<file path="src/rtl/axi4_full_master_rw_v4_pkg.sv">
// Shared definitions for the axi4_full_master_rw_v4 master and its burst checker.
// Holds the FSM state encodings, the error flag bit indices, the AXI
// BURST/RESP/CACHE constants and the AxSIZE helper.
package axi4_full_master_rw_v4_pkg;

    typedef enum logic [1:0] {
        W_IDLE = 2'd0,
        W_ADDR = 2'd1,
        W_DATA = 2'd2,
        W_RESP = 2'd3
    } wr_state_t;

    typedef enum logic [1:0] {
        R_IDLE = 2'd0,
        R_ADDR = 2'd1,
        R_DATA = 2'd2,
        R_END  = 2'd3
    } rd_state_t;

    localparam int ERR_BRESP  = 0;
    localparam int ERR_RRESP  = 1;
    localparam int ERR_RLAST  = 2;
    localparam int ERR_REJECT = 3;

    localparam logic [1:0] AXI_BURST_INCR       = 2'b01;
    localparam logic [3:0] AXI_CACHE_MODIFIABLE = 4'b0010;
    // SLVERR and DECERR both have bit 1 set; that bit alone flags a bad response.
    localparam int         AXI_RESP_ERR_BIT     = 1;

    function automatic logic [2:0] axi_size(input int data_width);
        return 3'($clog2(data_width / 8));
    endfunction

endpackage

</file>
<file path="src/rtl/axi4_full_master_rw_v4_burst_check.sv">
// Combinational command legality check for one burst engine.
//   i_addr_lo : low 12 bits of the user byte address
//   i_len     : burst length minus one
//   o_ok      : address aligned to the beat size, burst not longer than
//               MAX_BURST_LEN, and burst stays inside its 4 KB page
module axi4_full_master_rw_v4_burst_check
    import axi4_full_master_rw_v4_pkg::*;
#(
    parameter int DATA_WIDTH    = 32,
    parameter int MAX_BURST_LEN = 256
) (
    input  logic [11:0] i_addr_lo,
    input  logic [7:0]  i_len,
    output logic        o_ok
);
    localparam int SIZE_LOG2 = int'(axi_size(DATA_WIDTH));

    logic [12:0] w_beats;
    logic [12:0] w_bytes;
    logic [12:0] w_end;
    logic        w_aligned;
    logic        w_len_ok;
    logic        w_in_page;

    // 13 bits covers 4095 + 256 beats * 16 bytes without overflow.
    assign w_beats   = {5'd0, i_len} + 13'd1;
    assign w_bytes   = w_beats << SIZE_LOG2;
    assign w_end     = {1'b0, i_addr_lo} + w_bytes;
    assign w_aligned = (i_addr_lo[SIZE_LOG2-1:0] == '0);
    assign w_len_ok  = (w_beats <= 13'(MAX_BURST_LEN));
    assign w_in_page = (w_end <= 13'd4096);
    assign o_ok      = w_aligned && w_len_ok && w_in_page;

endmodule

</file>
<file path="src/rtl/axi4_full_master_rw_v4.sv">
// AXI4-full master with independent write and read burst engines behind a
// start/valid/ready user interface.
//   user write : write_address/len/start, write_data/_valid -> write_ready,
//                write_data_last, write_end, write_busy
//   user read  : read_address/len/start, read_ready -> read_data/_valid/_last,
//                read_end, read_busy
//   status     : output_idle, error_flags (sticky, error_clear), output_error
//   AXI        : full AW/W/B/AR/R master channels
//
// state  | meaning
// W_IDLE | write engine free, accepts write_start
// W_ADDR | AWVALID held until AWREADY
// W_DATA | streaming beats, WLAST on count == len
// W_RESP | BREADY high, waiting for BVALID
// R_IDLE | read engine free, accepts read_start
// R_ADDR | ARVALID held until ARREADY
// R_DATA | RREADY follows read_ready until RLAST handshake
// R_END  | read_end pulse
module axi4_full_master_rw_v4
    import axi4_full_master_rw_v4_pkg::*;
#(
    parameter int                          C_M_AXI_ADDR_WIDTH         = 32,
    parameter logic [C_M_AXI_ADDR_WIDTH-1:0] C_M_TARGET_SLAVE_BASE_ADDR = '0,
    parameter int                          C_M_AXI_MAX_BURST_LEN      = 256,
    parameter int                          C_M_AXI_ID_WIDTH           = 1,
    parameter int                          C_M_AXI_DATA_WIDTH         = 32,
    parameter int                          C_M_AXI_AWUSER_WIDTH       = 1,
    parameter int                          C_M_AXI_ARUSER_WIDTH       = 1,
    parameter int                          C_M_AXI_WUSER_WIDTH        = 1,
    parameter int                          C_M_AXI_RUSER_WIDTH        = 1,
    parameter int                          C_M_AXI_BUSER_WIDTH        = 1
) (
    input  logic                            M_AXI_ACLK,
    input  logic                            M_AXI_ARESETN,
    input  logic [C_M_AXI_ADDR_WIDTH-1:0]   write_address,
    input  logic [7:0]                      write_len,
    input  logic                            write_start,
    input  logic [C_M_AXI_DATA_WIDTH-1:0]   write_data,
    input  logic                            write_data_valid,
    output logic                            write_ready,
    output logic                            write_data_last,
    output logic                            write_end,
    input  logic [C_M_AXI_ADDR_WIDTH-1:0]   read_address,
    input  logic [7:0]                      read_len,
    input  logic                            read_start,
    output logic [C_M_AXI_DATA_WIDTH-1:0]   read_data,
    output logic                            read_data_valid,
    output logic                            read_data_last,
    input  logic                            read_ready,
    output logic                            read_end,
    output logic                            write_busy,
    output logic                            read_busy,
    output logic                            output_idle,
    input  logic                            error_clear,
    output logic [3:0]                      error_flags,
    output logic                            output_error,
    output logic [C_M_AXI_ID_WIDTH-1:0]     M_AXI_AWID,
    output logic [C_M_AXI_ADDR_WIDTH-1:0]   M_AXI_AWADDR,
    output logic [7:0]                      M_AXI_AWLEN,
    output logic [2:0]                      M_AXI_AWSIZE,
    output logic [1:0]                      M_AXI_AWBURST,
    output logic                            M_AXI_AWLOCK,
    output logic [3:0]                      M_AXI_AWCACHE,
    output logic [2:0]                      M_AXI_AWPROT,
    output logic [3:0]                      M_AXI_AWQOS,
    output logic [C_M_AXI_AWUSER_WIDTH-1:0] M_AXI_AWUSER,
    output logic                            M_AXI_AWVALID,
    input  logic                            M_AXI_AWREADY,
    output logic [C_M_AXI_DATA_WIDTH-1:0]   M_AXI_WDATA,
    output logic [C_M_AXI_DATA_WIDTH/8-1:0] M_AXI_WSTRB,
    output logic                            M_AXI_WLAST,
    output logic [C_M_AXI_WUSER_WIDTH-1:0]  M_AXI_WUSER,
    output logic                            M_AXI_WVALID,
    input  logic                            M_AXI_WREADY,
    input  logic [C_M_AXI_ID_WIDTH-1:0]     M_AXI_BID,
    input  logic [1:0]                      M_AXI_BRESP,
    input  logic [C_M_AXI_BUSER_WIDTH-1:0]  M_AXI_BUSER,
    input  logic                            M_AXI_BVALID,
    output logic                            M_AXI_BREADY,
    output logic [C_M_AXI_ID_WIDTH-1:0]     M_AXI_ARID,
    output logic [C_M_AXI_ADDR_WIDTH-1:0]   M_AXI_ARADDR,
    output logic [7:0]                      M_AXI_ARLEN,
    output logic [2:0]                      M_AXI_ARSIZE,
    output logic [1:0]                      M_AXI_ARBURST,
    output logic                            M_AXI_ARLOCK,
    output logic [3:0]                      M_AXI_ARCACHE,
    output logic [2:0]                      M_AXI_ARPROT,
    output logic [3:0]                      M_AXI_ARQOS,
    output logic [C_M_AXI_ARUSER_WIDTH-1:0] M_AXI_ARUSER,
    output logic                            M_AXI_ARVALID,
    input  logic                            M_AXI_ARREADY,
    input  logic [C_M_AXI_ID_WIDTH-1:0]     M_AXI_RID,
    input  logic [C_M_AXI_DATA_WIDTH-1:0]   M_AXI_RDATA,
    input  logic [1:0]                      M_AXI_RRESP,
    input  logic                            M_AXI_RLAST,
    input  logic [C_M_AXI_RUSER_WIDTH-1:0]  M_AXI_RUSER,
    input  logic                            M_AXI_RVALID,
    output logic                            M_AXI_RREADY
);

    wr_state_t                       r_wstate, w_wnext;
    rd_state_t                       r_rstate, w_rnext;
    logic [C_M_AXI_ADDR_WIDTH-1:0]   r_waddr, r_raddr;
    logic [7:0]                      r_wlen, r_rlen;
    logic [7:0]                      r_wcnt, r_rcnt;
    logic [3:0]                      r_err_flags;
    logic [3:0]                      w_err_set;
    logic                            w_wcmd_ok, w_rcmd_ok;
    logic                            w_wbeat, w_rbeat;
    logic                            w_wlast, w_rlast;
    logic                            w_unused;

    axi4_full_master_rw_v4_burst_check #(
        .DATA_WIDTH    (C_M_AXI_DATA_WIDTH),
        .MAX_BURST_LEN (C_M_AXI_MAX_BURST_LEN)
    ) u_wr_check (
        .i_addr_lo (write_address[11:0]),
        .i_len     (write_len),
        .o_ok      (w_wcmd_ok)
    );

    axi4_full_master_rw_v4_burst_check #(
        .DATA_WIDTH    (C_M_AXI_DATA_WIDTH),
        .MAX_BURST_LEN (C_M_AXI_MAX_BURST_LEN)
    ) u_rd_check (
        .i_addr_lo (read_address[11:0]),
        .i_len     (read_len),
        .o_ok      (w_rcmd_ok)
    );

    assign w_wbeat = M_AXI_WVALID && M_AXI_WREADY;
    assign w_rbeat = M_AXI_RVALID && M_AXI_RREADY;
    assign w_wlast = (r_wcnt == r_wlen);
    assign w_rlast = (r_rcnt == r_rlen);

    always_comb begin
        w_wnext   = r_wstate;
        w_rnext   = r_rstate;
        w_err_set = '0;
        case (r_wstate)
            W_IDLE: if (write_start) begin
                if (w_wcmd_ok) w_wnext = W_ADDR;
                else           w_err_set[ERR_REJECT] = 1'b1;
            end
            W_ADDR: if (M_AXI_AWREADY) w_wnext = W_DATA;
            W_DATA: if (w_wbeat && w_wlast) w_wnext = W_RESP;
            W_RESP: if (M_AXI_BVALID) begin
                w_wnext = W_IDLE;
                w_err_set[ERR_BRESP] = M_AXI_BRESP[AXI_RESP_ERR_BIT];
            end
            default: w_wnext = W_IDLE;
        endcase
        case (r_rstate)
            R_IDLE: if (read_start) begin
                if (w_rcmd_ok) w_rnext = R_ADDR;
                else           w_err_set[ERR_REJECT] = 1'b1;
            end
            R_ADDR: if (M_AXI_ARREADY) w_rnext = R_DATA;
            R_DATA: if (w_rbeat) begin
                w_err_set[ERR_RRESP] = M_AXI_RRESP[AXI_RESP_ERR_BIT];
                // Early RLAST and missing RLAST on the expected last beat both count.
                w_err_set[ERR_RLAST] = (M_AXI_RLAST != w_rlast);
                if (M_AXI_RLAST) w_rnext = R_END;
            end
            R_END:   w_rnext = R_IDLE;
            default: w_rnext = R_IDLE;
        endcase
    end

    always_ff @(posedge M_AXI_ACLK) begin
        if (!M_AXI_ARESETN) begin
            r_wstate    <= W_IDLE;
            r_rstate    <= R_IDLE;
            r_waddr     <= '0;
            r_raddr     <= '0;
            r_wlen      <= '0;
            r_rlen      <= '0;
            r_wcnt      <= '0;
            r_rcnt      <= '0;
            r_err_flags <= '0;
        end else begin
            r_wstate <= w_wnext;
            r_rstate <= w_rnext;
            if (r_wstate == W_IDLE && write_start && w_wcmd_ok) begin
                r_waddr <= write_address;
                r_wlen  <= write_len;
            end
            if (r_rstate == R_IDLE && read_start && w_rcmd_ok) begin
                r_raddr <= read_address;
                r_rlen  <= read_len;
            end
            if (r_wstate == W_ADDR)      r_wcnt <= '0;
            else if (w_wbeat)            r_wcnt <= r_wcnt + 8'd1;
            if (r_rstate == R_ADDR)      r_rcnt <= '0;
            else if (w_rbeat)            r_rcnt <= r_rcnt + 8'd1;
            // A new error in the same cycle as error_clear survives the clear.
            r_err_flags <= (error_clear ? 4'b0000 : r_err_flags) | w_err_set;
        end
    end

    assign M_AXI_AWID    = '0;
    assign M_AXI_AWADDR  = C_M_TARGET_SLAVE_BASE_ADDR + r_waddr;
    assign M_AXI_AWLEN   = r_wlen;
    assign M_AXI_AWSIZE  = axi_size(C_M_AXI_DATA_WIDTH);
    assign M_AXI_AWBURST = AXI_BURST_INCR;
    assign M_AXI_AWLOCK  = 1'b0;
    assign M_AXI_AWCACHE = AXI_CACHE_MODIFIABLE;
    assign M_AXI_AWPROT  = '0;
    assign M_AXI_AWQOS   = '0;
    assign M_AXI_AWUSER  = C_M_AXI_AWUSER_WIDTH'(1);
    assign M_AXI_AWVALID = (r_wstate == W_ADDR);
    assign M_AXI_WDATA   = write_data;
    assign M_AXI_WSTRB   = '1;
    assign M_AXI_WLAST   = (r_wstate == W_DATA) && w_wlast;
    assign M_AXI_WUSER   = '0;
    assign M_AXI_WVALID  = (r_wstate == W_DATA) && write_data_valid;
    assign M_AXI_BREADY  = (r_wstate == W_RESP);

    assign M_AXI_ARID    = '0;
    assign M_AXI_ARADDR  = C_M_TARGET_SLAVE_BASE_ADDR + r_raddr;
    assign M_AXI_ARLEN   = r_rlen;
    assign M_AXI_ARSIZE  = axi_size(C_M_AXI_DATA_WIDTH);
    assign M_AXI_ARBURST = AXI_BURST_INCR;
    assign M_AXI_ARLOCK  = 1'b0;
    assign M_AXI_ARCACHE = AXI_CACHE_MODIFIABLE;
    assign M_AXI_ARPROT  = '0;
    assign M_AXI_ARQOS   = '0;
    assign M_AXI_ARUSER  = C_M_AXI_ARUSER_WIDTH'(1);
    assign M_AXI_ARVALID = (r_rstate == R_ADDR);
    assign M_AXI_RREADY  = (r_rstate == R_DATA) && read_ready;

    assign write_ready     = (r_wstate == W_DATA) && M_AXI_WREADY;
    assign write_data_last = (r_wstate == W_DATA) && w_wlast;
    assign write_end       = (r_wstate == W_RESP) && M_AXI_BVALID;
    assign read_data       = M_AXI_RDATA;
    assign read_data_valid = (r_rstate == R_DATA) && M_AXI_RVALID;
    assign read_data_last  = (r_rstate == R_DATA) && M_AXI_RLAST;
    assign read_end        = (r_rstate == R_END);
    assign write_busy      = (r_wstate != W_IDLE);
    assign read_busy       = (r_rstate != R_IDLE);
    assign output_idle     = !write_busy && !read_busy;
    assign error_flags     = r_err_flags;
    assign output_error    = |r_err_flags;

    assign w_unused = ^{M_AXI_BID, M_AXI_BUSER, M_AXI_BRESP[0],
                        M_AXI_RID, M_AXI_RUSER, M_AXI_RRESP[0]};

endmodule

</file>
<file path="config.mk">
export PLATFORM = sky130hd
export DESIGN_NAME = axi4_full_master_rw_v4
export DESIGN_NICKNAME = d
export VERILOG_FILES = /design/src/rtl/axi4_full_master_rw_v4_pkg.sv /design/src/rtl/axi4_full_master_rw_v4_burst_check.sv /design/src/rtl/axi4_full_master_rw_v4.sv
export SDC_FILE = /design/constraint.sdc
export NUM_CORES = 1
export LEC_CHECK = 0
export BUFFER_PORTS_ARGS = -buffer_cell sky130_fd_sc_hd__buf_2
export CAP_MARGIN = 20
export CORE_AREA = 2 2 144 146
export CTS_CLUSTER_DIAMETER = 100
export DETAILED_ROUTE_END_ITERATION = 7
export DIE_AREA = 0 0 146 148
export GPL_TIMING_DRIVEN = 0
export PLACE_DENSITY_LB_ADDON = 0.05
export SLEW_MARGIN = 20
export SYNTH_ARGS = -nofsm -noshare
export SYNTH_HDL_FRONTEND = slang
export SYNTH_SLANG_ARGS = --single-unit
</file>
<file path="constraint.sdc">
create_clock -name M_AXI_ACLK -period 3.2 [get_ports M_AXI_ACLK]
set_clock_uncertainty 0.1 [all_clocks]
set_input_delay 0.32 -clock M_AXI_ACLK [delete_from_list [all_inputs] [get_ports M_AXI_ACLK]]
set_output_delay 0.32 -clock M_AXI_ACLK [all_outputs]
set_load 0.1 [all_outputs]
</file>
==> out/metrics.yaml, run 1 <==
finish:
  layout.nets: 1287
  diodes: 0
  syn2layout_area_growth_pct: 33.4
  final_cells: 1364
  layout-drive-gt1-share_pct: 37.6
worst_setup_path:
  critPathMaxFanout: 10
  endpoint_kind: "flip-flop"
  slowest_stage: "or4_1"
  cp-start-kind: "input port"
  cp_cell_sequence: "clkbuf_4 -> ha_4 -> fa_1 -> or4_1 -> a21oi_1 -> o2111a_1 -> o2111ai_2 -> o31ai_2 -> and3_1 -> buf_6 -> buf_8 -> mux2i_1"
  path_class: "input port to flip-flop"
  r2r_end: "r_rstate[0]"
  crit_arrival_ns: 3.23
  r2r_cells: 10
  setup.worst_path.start: "write_len[0]"
  reg2reg_slack_ns: 0.64
  reg2reg_from: "r_rstate[0]"
  slowest_delay_ns: 0.50
  crit_buf_inv: 3
  cp.depth: 12
  worstPathRequired_ns: 3.38
  path_delay_family: "compound AO/OA/AOI/OAI gates"
  worstSetupEndpoint: "M_AXI_AWLEN[0]"
sta:
  tightest_slew_ns: 0.622
  setup_viol: 0
  min_period_ns: 3.06
  fmax_ghz: 0.327
  drv_slew: 0
  final-hold-violation-count: 0
  slew_headroom_pct: 58.5
  min_period_over_period_pct: 95.5
placement:
  gp_congestion: 0.849
  dp.cells: 1347
  dp_hpwl_mm: 16.3
  numPortBuffers: 258
min_path:
  hold_class: "input port to flip-flop"
route:
  drtAntennaViolNets: 0
  drc: 0
  dr_total_vias: 5965
  routed_wl_mm: 19.9
  viasPerCell: 4.37
  wl_per_cell_um: 14.6
  drt_iter0_markers: 226
  dr.pass1.iters: 4
global_route:
  grt_max_degree: 19
  grt_pass1_wl_mm: 30.1
  grt_most_used_layer: "met2"
  use_met1_pct: 22.0
  met2_usage_pct: 30.3
  antenna_found_initial: 0
  first_global_vias: 5531
  gr-total-overflow: 0
  grt_util_met3_pct: 4.48
  grtUsageTotal_pct: 17.6
clock_tree:
  htree_num_levels: 3
  cts-root-buf: "clkbuf_16"
  cts_inserted_buffers: 9
  clockBufferDepth: 2
  cts_sinks: 104
  tritoncts: "done"
  path_clk_slew_ns: 0.08
  clk_latency_ns: 0.35
synth:
  synth_cell_types: 61
  synth-seq-cells: 104
  ys_warn_count: 0
  synth_cells: 778
  synthFlopType: "dfxtp_1"
  netlist_area_mm2: 0.00658
  synth_async_sr_flop_share_pct: 0
  synth_edf_count: 0
  yosysSeqAreaShare_pct: 31.6
  synth.avg_cell_area_um2: 8.46
power_and_ir_drop:
  p_leak_nw: 4.32
  p_per_area_mw_per_mm2: 554
  power_w: 0.00486
  peakVddDrop_mv: 0.238
floorplanning:
  start_util_pct: 32.8
  num_rows: 52
  die_w_um: 146
  die_h_um: 148
  dieArea_mm2: 0.0216
  core_mm2: 0.0200
  num_io_pins: 372
flow_run:
  drv_cap: 0
status:
  status: "complete, no violations"
-- power by group --
group | internal [W] | switching, W
registers | 0.00136 | 0.0000489
logic | 0.000508 | 0.00176
clock network | 0.000642 | 0.000543
-- Yosys cell counts, types with 10 or more instances --
library cell  count  area [um2]
nand2_1         172         646
nor2_1           33         124
and3_1           11        68.8
mux2i_1          82         821
dfxtp_1         104        2080
a21oi_1          17        85.1
buf_4           111         833
clkbuf_1         19        71.3
nor2b_1          10        62.6
xor2_1           25         219
nand3_1          16        80.1
inv_1            16        60.1
xnor2_1          22         193
ha_1             31         388
-- cells in the final DEF (no fill, tap or decap), types with 19 or more instances in the layout --
| cell | n |
|---|---|
| xor2_1 | 24 |
| conb_1 | 43 |
| buf_2 | 258 |
| buf_4 | 111 |
| clkbuf_1 | 19 |
| mux2i_1 | 81 |
| nor2_1 | 33 |
| xnor2_1 | 21 |
| dfxtp_1 | 104 |
| ha_1 | 29 |
| nand2_1 | 172 |
-- how the worst min path moves through the flow --
| stage | from | end | cells past startpoint |
|---|---|---|---|
| floorplan | M_AXI_BRESP[1] | error_flags[0] | 2 |
| finish | write_address[24] | r_waddr[24] | 3 |
| CTS | write_address[21] | r_waddr[21] | 3 |
| global placement | r_waddr[18] | r_waddr[18] | 2 |
| global route | write_address[25] | r_waddr[25] | 3 |
| detailed placement | r_raddr[14] | r_raddr[14] | 2 |
-- metal layers --
layer | routed length (um) | up-vias
li1 | - | 3082
met1 | 8640 | 2616
met2 | 9450 | 248
met3 | 1510 | 19
met4 | 303 | 0
met5 | 0 | -
-- logic make-up (layout without fill, tap and decap cells) --
| logic type | Yosys count | in the layout | share of synthesized area (%) |
|---|---|---|---|
| adders and majority gates | 33 | 33 | 6.50 |
| muxes | 83 | 83 | 12.6 |
| DFF | 104 | 104 | 31.6 |
| other | 2 | 43 | 0.114 |
| buffers and inverters | 156 | 431 | 16.0 |
| AOI/OAI and AO/OA | 64 | 64 | 6.94 |
| and+or+nand+nor | 289 | 289 | 19.9 |
| xor gates and xnor gates | 47 | 47 | 6.25 |
-- what timing repair did --
item / 4_1_cts / 5_1_grt
setup buffers: 0 / 1
hold buffers: 0 / 0
resized for setup: 0 / 20
endpoints found under the setup margin: 0 / 49
-- sequential cells by signal (all words and copies together), names as in the netlist --
signal / count
r_raddr: 32
M_AXI_ARLEN: 8
M_AXI_AWLEN: 8
r_rstate: 2
r_rcnt: 8
r_wstate: 2
error_flags: 4
r_wcnt: 8
r_waddr: 32
-- area by class of cell --
type	count	area, um2
fillers	2105	11300
multi-input cells	559	3660
flip-flops and latches	104	2080
repair buffers	259	1300
plain buffers	139	1020
well taps	270	338
clock buffers	10	239
clock inverters	6	72.6
inverters	17	63.8
-- metrics by stage --
step | setup WS, ns | instance area [um2] | TNS (ns) | hold slack, ns | util (%)
5_1_grt | -0.0591 | 8780 | -0.811 | 0.0958 | 43.8
2_1_floorplan | 0.184 | 6740 | 0 | 0.356 | -
4_1_cts | 0.0856 | 8680 | 0 | 0.0927 | 43.3
3_5_place_dp | -0.287 | 8360 | -14.92 | 0.343 | 41.7
6_report | 0.144 | 8780 | 0 | 0.106 | 43.8
3_3_place_gp | -0.314 | 8360 | -16.83 | 0.341 | 41.7
-- worst register-to-register path, delay by kind of cell, from the launching register on --
family / cells / cell delay (ns)
AO/OA/AOI/OAI: 2 / 0.44
flip-flops: 1 / 0.33
buffers and inverters: 2 / 0.48
adder cells (fa/ha/maj): 1 / 0.28
AND/OR/NAND/NOR: 5 / 0.85
Note: power is estimated with default switching activity, not from simulation.
==> inputs of run 2 (changes only) <==
- CELL_PAD_IN_SITES_DETAIL_PLACEMENT: unset -> 0
- CELL_PAD_IN_SITES_GLOBAL_PLACEMENT: unset -> 2
- CORE_AREA: 2 2 144 146 -> unset
- CORE_ASPECT_RATIO: unset -> 2
- CORE_MARGIN: unset -> 2
- CORE_UTILIZATION: unset -> 24
- DIE_AREA: 0 0 146 148 -> unset
==> run 2 against run 1 <==
  * Flip-flop and latch count stayed put
  * Global-route usage decreased by 1.1 points
  * Design area is 2.0% higher
  * Die area increased by 33%
  * Non-clock buffer count grew 3
  * Register-to-register slack lost 0.13 ns
  * First-iteration DRC count is 12% lower
  * Total power increased by 1.7%
  * Utilization fell by 11 points
  * Worst hold slack worse by 0.021 ns
  * Cell count rose by 5.9%
  * Critical path type unchanged
  * Critical endpoint is now r_waddr[20]
==> out/metrics.yaml, run 2 (synthesis results as in run 1) <==
status:
  status: "complete, no violations"
worst_setup_path:
  crit_buf_inv: 3  # unchanged
  worstPathRequired_ns: 3.40  # +0.02 ns
  cp_cell_sequence: "clkbuf_4 -> ha_4 -> fa_1 -> or4_1 -> a21oi_1 -> o2111a_1 -> o2111ai_1 -> o31ai_2 -> and3_1 -> buf_6 -> buf_8 -> mux2i_1"
  path_delay_family: "compound AO/OA/AOI/OAI gates"
  crit_arrival_ns: 3.28  # +0.05 ns
  slowest_stage: "or4_1"
  cp-start-kind: "input port"
  path_class: "input port to flip-flop"
  slowest_delay_ns: 0.48  # -0.02 ns
  endpoint_kind: "flip-flop"
  r2r_cells: 10  # unchanged
  critPathMaxFanout: 10  # unchanged
  cp.depth: 12  # unchanged
clock_tree:
  path_clk_slew_ns: 0.08  # about the same
  tritoncts: "done"
  clk_latency_ns: 0.37  # +0.02 ns
  cts-root-buf: "clkbuf_16"
  htree_num_levels: 3  # unchanged
  cts_sinks: 104  # unchanged
  clockBufferDepth: 2  # unchanged
  cts_inserted_buffers: 9  # unchanged
  hold_buffers: 0  # unchanged
finish:
  layout-drive-gt1-share_pct: 38.4  # +0.81 points
  layout.nets: 1290  # +0.23%
  layout_common_cells: "buf_2, nand2_1, buf_4, dfxtp_1, mux2i_1"
  fill_cells: 2988  # +42%
  reg_top3: "r_raddr: 32 flops, r_waddr: 32 flops"
  layout_commonest_cell: "buf_2"
  final_cells: 1445  # +5.9%
  syn2layout_area_growth_pct: 36.1
  diodes: 0  # unchanged
  final_util_pct: 33.3  # -11 points
placement:
  dp.cells: 1425  # +5.8%
  pre_cts_ws_ns: -0.516  # -0.229 ns
  gp_congestion: 0.777  # -8.5%
  dp_hpwl_mm: 20.3  # +25%
  numPortBuffers: 258  # unchanged
route:
  drc: 0  # unchanged
  drt_iter0_markers: 199  # -12%
  dr.pass1.iters: 4  # unchanged
  wl_per_cell_um: 16.8  # +15%
  viasPerCell: 4.20  # -3.9%
  dr_total_vias: 6073  # +1.8%
  routed_wl_mm: 24.3  # +22%
  drtAntennaViolNets: 0  # unchanged
sta:
  timing.hold.ws_ns: 0.0848  # -0.0215 ns
  slew_headroom_pct: 47.1  # -11 points
  drv_slew: 0  # unchanged
  fmax_ghz: 0.325  # -0.67%
  final-hold-violation-count: 0  # unchanged
  tightest_slew_ns: 0.793  # +0.171 ns
  fin_setup_tns_ns: 0  # unchanged
  setup_viol: 0  # unchanged
  min_period_ns: 3.08  # +0.0207 ns
  min_period_over_period_pct: 96.2  # +0.65 points
  setup_ws_ns: 0.123  # -0.0207 ns
power_and_ir_drop:
  p_leak_nw: 4.35  # +0.62%
  peakVddDrop_mv: 0.624  # +160%
  p_per_area_mw_per_mm2: 552  # -0.28%
global_route:
  grtUsageTotal_pct: 16.5  # -1.1 points
  grt_pass1_wl_mm: 35.3  # +17%
  first_global_vias: 6172  # +12%
  antenna_found_initial: 0  # unchanged
  gr-total-overflow: 0  # unchanged
  grt_max_degree: 19  # unchanged
floorplanning:
  die_h_um: 238  # +61%
  start_util_pct: 24.5  # -8.4 points
  dieArea_mm2: 0.0288  # +33%
  num_io_pins: 372  # unchanged
  num_rows: 85  # +63%
  core_mm2: 0.0269  # +34%
  die_w_um: 121  # -17%
flow_run:
  drv_cap: 0  # unchanged
min_path:
  hold_class: "input port to flip-flop"
  hold_path_depth: 3  # unchanged
==> run 2: changes by cell type in the layout (fill, tap and decap cells not counted), moves of 2 or more <==
cell,change
xnor2_2,+2
xnor2_1,-2
ha_1,-3
buf_2,-2
buf_4,+3
ha_4,+2
clkbuf_4,+2
==> run 2: stage by stage <==
step                      instance area [um2]  total power, W
after global placement                   8460         0.00375
after floorplan                          6740         0.00332
after CTS                                8800         0.00499
after global routing                     8960         0.00517
final                                    8960         0.00495
after detailed placement                 8460         0.00374
==> run 2: area by class of cell <==
cell class              instances  area [um2]  area share (%)
multi-input cells             559        3710            41.4
flip-flops and latches        104        2080            23.2
repair buffers                262        1330            14.8
plain buffers                 139        1030            11.5
well taps                     348         435            4.86
clock buffers                  10         239            2.67
clock inverters                 6        72.6           0.810
inverters                      17        63.8           0.712
==> run 2: tightest hold or removal path, cell delays in order <==
cell and delay [ns]:
buf_2 0.10, nand2_1 0.05, a21oi_1 0.05
==> run 2: report_power, final <==
part	internal, W	switching (W)
registers	0.00136	0.0000518
clock network	0.000641	0.000579
logic	0.000522	0.00179
total	0.00253	0.00242
==> run 2: final timing paths <==
kind                         end  slack [ns]            from
setup / recovery     r_waddr[20]        0.12    write_len[1]
setup reg to reg     r_rstate[0]        0.51     r_rstate[0]
hold reg to reg      r_waddr[28]        0.35     r_waddr[28]
hold / removal    error_flags[0]        0.08  M_AXI_BRESP[1]
==> run 2: per-layer routing <==
metal / part of all wire (%) / up-vias / wire length (um) / GRT usage [%]
li1: - / 3069 / - / -
met1: 34 / 2777 / 8240 / 15.6
met2: 59 / 207 / 14300 / 33.9
met3: 5.2 / 20 / 1260 / 3.49
met4: 2.0 / 0 / 495 / 5.29
met5: 0 / - / 0 / 0
==> run 2: what timing repair did <==
action	in CTS	in global routing
pin swaps	2	11
setup endpoints to repair	66	64
buffers inserted	0	4
resized for setup	5	27
==> inputs of run 3 (changes only) <==
- PLACE_DENSITY_LB_ADDON: 0.05 -> 0.12
==> run 3 against run 2 <==
  * Maximum frequency down 0.32%
  * Critical path type unchanged
  * Sequential power is essentially flat
  * Largest power group unchanged
  * Cell count about the same
  * Total power is 1.2% higher
  * Global-route usage barely moved
  * Combinational power about the same
  * Die area unchanged
  * Design area is 0.71% higher
  * Non-clock buffer count fell by 1
==> out/metrics.yaml, run 3 (synthesis results as in run 1) <==
clock_tree:
  tritoncts: "done"
  clk_latency_ns: 0.37  # about the same
  htree_num_levels: 3  # unchanged
  path_clk_slew_ns: 0.08  # about the same
  cts-root-buf: "clkbuf_16"
  hold_buffers: 0  # unchanged
  clockBufferDepth: 2  # unchanged
  cts_sinks: 104  # unchanged
  cts_inserted_buffers: 9  # unchanged
finish:
  layout_commonest_cell: "buf_2"
  final_cells: 1444  # -0.069%
  multiInputGateArea_mm2: 0.00375  # +0.98%
  syn2layout_area_growth_pct: 37.1
  layout_common_cells: "buf_2, nand2_1, buf_4, dfxtp_1, mux2i_1"
  fill_cells: 2935  # -1.8%
  layout.nets: 1289  # -0.078%
  reg_top3: "r_raddr: 32 flops, r_waddr: 32 flops"
  layout-drive-gt1-share_pct: 38.5  # +0.16 points
  seqCellArea_mm2: 0.00208  # unchanged
placement:
  gp_congestion: 0.782  # +0.58%
  dp.cells: 1425  # unchanged
  dp_hpwl_mm: 20.3  # about the same
  numPortBuffers: 258  # unchanged
  pre_cts_ws_ns: -0.665  # -0.149 ns
flow_run:
  drv_cap: 0  # unchanged
global_route:
  gr-total-overflow: 0  # unchanged
  grt_pass1_wl_mm: 35.5  # +0.49%
  first_global_vias: 6338  # +2.7%
  antenna_found_initial: 1  # +1
  grt_max_degree: 18  # -1
  grtUsageTotal_pct: 16.5  # about the same
route:
  wl_per_cell_um: 16.7  # -0.41%
  viasPerCell: 4.24  # +0.78%
  dr_total_vias: 6116  # +0.71%
  dr.pass1.iters: 4  # unchanged
  routed_wl_mm: 24.1  # -0.47%
  drt_iter0_markers: 181  # -9.0%
  drc: 0  # unchanged
  drtAntennaViolNets: 0  # unchanged
floorplanning:
  num_rows: 85  # unchanged
  die_w_um: 121  # unchanged
  core_mm2: 0.0269  # unchanged
  start_util_pct: 24.5  # unchanged
  num_io_pins: 372  # unchanged
  dieArea_mm2: 0.0288  # unchanged
  die_h_um: 238  # unchanged
worst_setup_path:
  cp_cell_sequence: "buf_2 -> ha_2 -> nand3_1 -> xnor2_2 -> ha_4 -> a21o_1 -> or4_4 -> o22ai_4 -> xor2_2 -> a31oi_4 -> nor2_4 -> buf_12 -> buf_8 -> mux2i_1"
  worstPathRequired_ns: 3.40  # about the same
  slowest_delay_ns: 0.45  # -0.03 ns
  path_class: "input port to flip-flop"
  crit_arrival_ns: 3.28  # about the same
  cp-start-kind: "input port"
  slowest_stage: "or4_4"
  critPathMaxFanout: 10  # unchanged
  endpoint_kind: "flip-flop"
sta:
  tightest_slew_ns: 0.770  # -0.0236 ns
  fmax_ghz: 0.324  # -0.32%
  min_period_ns: 3.09  # +0.00976 ns
  setup_viol: 0  # unchanged
  final-hold-violation-count: 0  # unchanged
  min_period_over_period_pct: 96.5  # +0.30 points
  setup_ws_ns: 0.113  # -0.00976 ns
  slew_headroom_pct: 48.7  # +1.6 points
  drv_slew: 0  # unchanged
  rsz0062_at_grt: "true"
  timing.hold.ws_ns: 0.0818  # -0.00294 ns
min_path:
  hold_class: "input port to flip-flop"
power_and_ir_drop:
  p_leak_nw: 4.35  # +0.13%
  peakVddDrop_mv: 0.783  # +25%
  p_per_area_mw_per_mm2: 555  # +0.45%
status:
  status: "complete, no violations"
[run 3: layout make-up]
type	instances	share of cell area, %
inverters	17	0.707
diodes	1	0.0277
plain buffers	139	11.5
clock buffers	10	2.65
well taps	348	4.83
flip-flops and latches	104	23.1
clock inverters	5	0.985
repair buffers	261	14.7
multi-input cells	559	41.5
[run 3: critical path, delay by kind of cell]
kind	cells	cell delay, ns
buffers and inverters	3	0.41
and+or+nand+nor	3	0.81
muxes	1	0.19
xor gates and xnor gates	2	0.53
adders and majority gates	2	0.50
AOI/OAI and AO/OA	3	0.51
[run 3: stage by stage]
stage | cell area (um2) | utilization, % | total power (W) | setup TNS, ns
3_5_place_dp | 8460 | 31.4 | 0.00374 | -35.66
5_1_grt | 9020 | 33.5 | 0.00523 | -0.349
3_3_place_gp | 8460 | 31.4 | 0.00374 | -36.65
4_1_cts | 8830 | 32.8 | 0.00505 | 0
6_report | 9020 | 33.5 | 0.00500 | 0
2_1_floorplan | 6740 | - | 0.00332 | 0
[run 3: path summary, 6_finish.rpt]
check	cells past startpoint	slack, ns	endpoint	from
worst min-delay path	3	0.08	r_raddr[20]	read_address[20]
worst max-delay path	14	0.11	r_raddr[17]	read_len[0]
worst max register to register	10	0.58	r_rstate[0]	r_rstate[0]
worst min register to register	2	0.35	r_waddr[30]	r_waddr[30]
[run 3: what timing repair did]
item | CTS | global route
pin swaps | 2 | 12
endpoints found under the setup margin | 39 | 70
buffers inserted | 0 | 3
gates resized for setup | 8 | 30
[run 3: layer usage]
layer	global-route usage [%]	wire length, um	vias to the layer above
met4	7.01	701	0
met1	15.4	8280	2782
li1	-	-	3074
met3	3.32	1250	31
met2	33.4	13900	229
met5	0	0	-
[run 3: power by group]
group | leakage (nW) | total, W | switching (W) | internal, W
Combinational | 3.35 | 0.00233 | 0.00180 | 0.000529
Sequential | 0.843 | 0.00141 | 0.0000502 | 0.00136
Clock | 0.161 | 0.00126 | 0.000544 | 0.000713
